**src/rtl/transformer_layer_ctrl.sv**
```systemverilog
// ----------------------------------------------------------------------------
// transformer_layer_ctrl
//
// Per-layer stage sequencer for one transformer encoder layer. A single
// layer_start request walks the seven layer engines in fixed order
// (LN1, QKV, ATTN x NUM_HEAD, PROJ, LN2, FC1, FC2). Each engine gets a
// one-cycle start pulse, and the sequencer waits for that engine's done
// pulse before it issues the next start. FC2 completion produces a
// one-cycle layer_done, which feeds back to the model-level controller.
//
// Optional feature:
//   LAYER_CTRL_WDT_EN  - per-stage watchdog. When it is defined, a stage that
//                        stays silent for TIMEOUT_CYC cycles aborts the layer.
//                        The abort sets the sticky error flag and records the
//                        stage in err_stage. When it is undefined, there is no
//                        counter, error/err_stage read 0, and WAIT holds
//                        indefinitely.
//
// Parameters:
//   NUM_HEAD     attention-head passes per layer (>= 1)
//   TIMEOUT_CYC  watchdog limit in cycles per stage (watchdog builds only)
//
// Ports:
//   clk          rising-edge clock
//   rstn         asynchronous active-low reset
//   layer_start  one-cycle request to run a layer; ignored while busy
//   stage_done   per-stage done pulses (0=LN1 1=QKV 2=ATTN 3=PROJ 4=LN2
//                5=FC1 6=FC2)
//   stage_start  one-hot start pulses, same indexing as stage_done
//   head_idx     current attention head, valid while stage 2 is active
//   busy         high while a layer is in progress
//   layer_done   one-cycle pulse when FC2 completes
//   error        sticky watchdog flag, cleared by the next accepted start
//   err_stage    index of the stage that timed out
// ----------------------------------------------------------------------------
module transformer_layer_ctrl #(
   parameter int  NUM_HEAD    = 12,
   parameter int  TIMEOUT_CYC = 65535,
   localparam int HEAD_W      = (NUM_HEAD > 1) ? $clog2(NUM_HEAD) : 1
) (
   input  logic              clk,
   input  logic              rstn,
   input  logic              layer_start,
   input  logic [6:0]        stage_done,
   output logic [6:0]        stage_start,
   output logic [HEAD_W-1:0] head_idx,
   output logic              busy,
   output logic              layer_done,
   output logic              error,
   output logic [2:0]        err_stage
);

   typedef enum logic {
      ST_IDLE = 1'b0,
      ST_WAIT = 1'b1
   } state_t;

   localparam logic [2:0]        STG_LN1   = 3'd0;
   localparam logic [2:0]        STG_ATTN  = 3'd2;
   localparam logic [2:0]        STG_FC2   = 3'd6;
   localparam logic [HEAD_W-1:0] HEAD_LAST = HEAD_W'(NUM_HEAD - 1);

   state_t     state;
   logic [2:0] cur;    // stage whose done pulse is being awaited

   function automatic logic [6:0] onehot(input logic [2:0] s);
      return 7'b000_0001 << s;
   endfunction

`ifdef LAYER_CTRL_WDT_EN
   localparam int               CNT_W    = (TIMEOUT_CYC > 0) ? $clog2(TIMEOUT_CYC + 1) : 1;
   localparam logic [CNT_W-1:0] CNT_TERM = CNT_W'(TIMEOUT_CYC);

   // Counter reads 0 in the cycle of a start pulse and k in the k-th cycle
   // after it. The abort happens only at an edge where it already holds
   // TIMEOUT_CYC and the awaited done is absent, so a done on that edge wins.
   logic [CNT_W-1:0] wdt_cnt;
   logic             timeout;

   assign timeout = (wdt_cnt == CNT_TERM);
`else
   assign error     = 1'b0;
   assign err_stage = 3'd0;
`endif

   // NOTE: every register here, pulse outputs included, sits in one clocked
   // block with non-blocking assignments. Each output is therefore a flop,
   // and the decisions below all see the pre-edge values of cur and head_idx.
   always_ff @(posedge clk or negedge rstn) begin
      if (!rstn) begin
         // NOTE: the reset is asynchronous, so a mid-layer reset drops every
         // output to 0 at once without waiting for a clock edge.
         state       <= ST_IDLE;
         cur         <= STG_LN1;
         head_idx    <= '0;
         stage_start <= '0;
         busy        <= 1'b0;
         layer_done  <= 1'b0;
`ifdef LAYER_CTRL_WDT_EN
         error       <= 1'b0;
         err_stage   <= 3'd0;
         wdt_cnt     <= '0;
`endif
      end else begin
         // NOTE: pulse outputs default low every cycle. The branches below
         // raise them only for the one cycle that follows an event.
         stage_start <= '0;
         layer_done  <= 1'b0;

         case (state)
            ST_IDLE: begin
               if (layer_start) begin
                  state       <= ST_WAIT;
                  busy        <= 1'b1;
                  cur         <= STG_LN1;
                  head_idx    <= '0;
                  stage_start <= onehot(STG_LN1);
`ifdef LAYER_CTRL_WDT_EN
                  error       <= 1'b0;
                  err_stage   <= 3'd0;
                  wdt_cnt     <= '0;
`endif
               end
            end

            ST_WAIT: begin
               // Only the awaited stage's done bit is looked at. Stray done
               // bits and layer_start are dropped here.
               if (stage_done[cur]) begin
`ifdef LAYER_CTRL_WDT_EN
                  wdt_cnt <= '0;
`endif
                  if (cur == STG_FC2) begin
                     state      <= ST_IDLE;
                     busy       <= 1'b0;
                     cur        <= STG_LN1;
                     layer_done <= 1'b1;
                  end else if ((cur == STG_ATTN) && (head_idx != HEAD_LAST)) begin
                     // Another head pass: re-issue the attention engine.
                     head_idx    <= head_idx + HEAD_W'(1);
                     stage_start <= onehot(STG_ATTN);
                  end else begin
                     if (cur == STG_ATTN) begin
                        head_idx <= '0;
                     end
                     cur         <= cur + 3'd1;
                     stage_start <= onehot(cur + 3'd1);
                  end
               end
`ifdef LAYER_CTRL_WDT_EN
               else if (timeout) begin
                  // Abort without layer_done. The layer controller above sees
                  // busy drop and reads error/err_stage.
                  state     <= ST_IDLE;
                  busy      <= 1'b0;
                  cur       <= STG_LN1;
                  head_idx  <= '0;
                  error     <= 1'b1;
                  err_stage <= cur;
                  wdt_cnt   <= '0;
               end else begin
                  wdt_cnt <= wdt_cnt + CNT_W'(1);
               end
`endif
            end

            default: begin
               state <= ST_IDLE;
               busy  <= 1'b0;
            end
         endcase
      end
   end

endmodule

```
**config.mk**
```make
export PLATFORM = sky130hd
export DESIGN_NAME = transformer_layer_ctrl
export DESIGN_NICKNAME = d
export VERILOG_FILES = /design/src/rtl/transformer_layer_ctrl.sv
export SDC_FILE = /design/constraint.sdc
export NUM_CORES = 1
export LEC_CHECK = 0
export CORE_MARGIN = 2
export CORE_UTILIZATION = 30
export CTS_BUF_LIST = sky130_fd_sc_hd__clkbuf_4 sky130_fd_sc_hd__clkbuf_8
export CTS_CLUSTER_SIZE = 20
export DETAILED_ROUTE_END_ITERATION = 10
export GPL_ROUTABILITY_DRIVEN = 0
export RECOVER_POWER = 25
export SLEW_MARGIN = 40
export SYNTH_ARGS = -nofsm -noshare
export SYNTH_HDL_FRONTEND = slang
export SYNTH_SLANG_ARGS = --single-unit
```
**constraint.sdc**
```tcl
create_clock -name clk -period 1.5 [get_ports clk]
set_input_delay 0.375 -clock clk [delete_from_list [all_inputs] [get_ports clk]]
set_output_delay 0.375 -clock clk [all_outputs]
set_load 0.005 [all_outputs]
```
==> flow_summary_export.csv <==
group,metric,value,unit
cells_and_area,utilization,46.6,%
worst_setup_path,worst-path-buf-inv,1,
synth,syn_area,908,um2
worst_setup_path,reg2regPathDepth,6,
die,die_y,59.0,um
power_and_ir_drop,p_clk_share,14.5,%
synth,syn_avg_cell_area,10.4,um2
power_and_ir_drop,p_sw_share,35.1,%
cells_and_area,antenna_cells,0,
synth,synthTopCellsByCount,"17 x dfrtp_1, 8 x nor2_1, 6 x nand3_1",
route,dr_total_vias,788,
sta,slew_headroom,38.7,%
synth,dominantRegCellSynth,"dfrtp_1",
cells_and_area,fill_cells,278,
global_route,grt_max_degree,18,
clocking,clk_latency,0.28,ns
worst_setup_path,crit_cells,6,
synth,ys_ff_latch,17,
worst_setup_path,worst_path_largest_cell_delay,0.43,ns
clocking,htreeDepth,1,
route,via_per_inst,5.05,
worst_setup_path,start_kind,"register",
die,dieArea,3480,um2
worst_setup_path,critPathTopFamily,"compound AO/OA/AOI/OAI gates",
sta,setup_viol,0,
worst_setup_path,path_cells,"buf_6, ha_4, and3b_2, nand2_1, a221o_2, o22ai_2",
placed_design,placed_area,1200,um2
power_and_ir_drop,p_sw,633,uW
run,maxCapViolCount,0,
worst_setup_path,endpoint_kind,"register",
synth,synth.most_common_cell,"dfrtp_1",
sta,slew_viol_final,0,
global_route,antenna_found_initial,0,
cells_and_area,finalNetCount,137,
sta,holdWs,0.506,ns
route,routed_wl,2.14,mm
synth,synth_top_cell_area_share,46.8,%
route,drc,0,
synth,yosys_warnings,0,
synth,yosysSeqAreaShare,46.8,%
synth,async_reset_ff_share,100,%
clocking,path_clk_slew,0.10,ns
global_route,grt_use_total,13.1,%
clocking,cts_made_buffers,3,
global_route,grt.overflow.total,0,
clocking,cts-root-buf,"clkbuf_4",
placed_design,dp_cells,147,
worst_setup_path,crit_type,"register to register",
sta,clock.fmax,668,MHz
placed_design,hpwl,1.52,mm
synth,synth_edf_count,0,
sta,hold_viol,0,
die,ios,27,
sta,worst_clock_skew,0.00353,ns
die,initial_core_util,32.4,%
worst_setup_path,crit_fanout,5,
route,firstDrtPassIters,4,
cells_and_area,design_area,1310,um2
placed_design,portBuffers,22,
route,ant_nets,0,
power_and_ir_drop,peakVddDrop,421,uV
sta,fin_crit,1.50,ns
power_and_ir_drop,pwr-share-comb,47.7,%
sta,rsz0062_at_grt,"yes",
power_and_ir_drop,p_per_area,1380,nW/um2
clocking,cts_buffer_depth,2,
global_route,grt_pass1_vias,761,
route,wl_per_cell,13.7,um
worst_setup_path,crit_path_top_delay_cell,"dfrtp_1",
synth,synthCells,87,
worst_setup_path,critical_path_arrival,1.71,ns
die,core_area,2810,um2
sta,setup_tns,0,ns
min_path,holdPathStages,2,
sta,worst-slew-pin-transition,0.919,ns
power_and_ir_drop,leakage,0.715,nW
clocking,cts.sinks,17,
worst_setup_path,worstPathRequired,1.71,ns
clocking,ctsHoldBuffers,0,
cells_and_area,final_layout_size_suffix_gt1_share,26.4,%
die,die_w,59.0,um
worst_setup_path,regToRegSetupSlack,0.003,ns
min_path,min_path_type,"register to register",
die,rows,19,
clocking,tritoncts,"yes",
power_and_ir_drop,seq_power_share,37.9,%
sta,period_share,99.8,%
cells_and_area,area_growth_syn_to_layout,43.8,%
status,status,"finished, final reports clean",
synth,synth.distinct_cells,36,
power_and_ir_drop,internal_power,1.17,mW
cells_and_area,final_cells,156,
synth,yosysTopAreaCell,"dfrtp_1",
route,drtIter0Drc,8,
synth,synth_area_leaders,"dfrtp_1 47%, buf_4 4.1%, mux2i_1 3.3%, nand3_1 3.3%, nor2_1 3.3%",
global_route,grt_pass1_wl,3.48,mm
## cell type report
cell class | instances | area (um2) | share of cell area (%)
Multi-Input combinational cell | 60 | 437 | 33.4
Sequential cell | 17 | 428 | 32.8
Timing Repair Buffer | 39 | 354 | 27.1
Tap cell | 31 | 38.8 | 2.97
Clock buffer | 4 | 30.0 | 2.30
Inverter | 5 | 18.8 | 1.44
## repair_timing
action                                  in CTS  in global routing
pin swaps                                    0                  4
setup buffers                                4                  1
resized for setup                            9                 13
endpoints found under the setup margin       8                 11
gates cloned                                 0                  0
## placed cells by master (no fill, tap or decap), types with 2 or more instances in the layout
cell | synthesis | routed
conb_1 | 1 | 4
nor2_1 | 8 | 8
dlymetal6s2s_1 | 0 | 5
nand2_1 | 4 | 4
inv_1 | 5 | 5
dlygate4sd2_1 | 0 | 8
buf_6 | 2 | 2
clkdlybuf4s50_1 | 0 | 9
buf_4 | 5 | 14
dfrtp_1 | 17 | 15
o41ai_1 | 2 | 2
mux2i_1 | 3 | 3
nand3_1 | 6 | 6
nand2b_1 | 3 | 3
dfrtp_2 | 0 | 2
o211ai_1 | 2 | 2
mux2_2 | 2 | 2
clkbuf_4 | 0 | 4
a21oi_1 | 2 | 2
nand4_1 | 3 | 3
## power groups by stage
stage,sequential (mW),clock (mW),combinational [mW]
finish,0.683,0.261,0.859
CTS,0.676,0.274,0.789
global route,0.701,0.290,0.957
floorplan,0.656,0,0.496
global placement,0.692,0,0.781
detailed placement,0.694,0,0.783
## cells by family after synthesis
kind of cell,synth area share [%]
mux,5.79
fa+ha+maj,1.38
flops,46.8
other cells,0.413
buf+inv,9.09
compound gates,13.5
simple gates,23.0
## per-stage QoR
stage | setup WS (ns) | power (mW)
after floorplan | 0.123 | 1.15
after global placement | -0.139 | 1.47
after detailed placement | -0.157 | 1.48
after CTS | -0.0304 | 1.74
after global routing | -0.0747 | 1.95
final | 0.00349 | 1.80
## final timing paths
check	startpoint	endpoint
worst max-delay path	head_idx[0]	cur[0]
worst min-delay path	busy	busy
worst max register to register	head_idx[0]	cur[0]
worst min register to register	busy	busy
max in group asynchronous	rstn	cur[2]
min in group asynchronous	rstn	stage_start[2]
## worst min-delay path: cells and delay by family (launching register included)
kind             cells  cell delay (ns)
AND/OR/NAND/NOR      2             0.12
flip-flops           1             0.35
## routing by layer
metal | part of all wire [%] | track usage (%) | up-vias
met5 | 0 | 0 | -
met4 | 1.4 | 3.90 | 0
met3 | 4.8 | 2.84 | 4
met2 | 49 | 22.9 | 21
met1 | 45 | 16.1 | 385
li1 | - | - | 378
## state kept, by name, summed over array words and instances (netlist names)
signal       flops
busy             1
state            1
layer_done       1
cur              3
stage_start      7
head_idx         4
No activity file was read; power rests on OpenSTA's default activity.
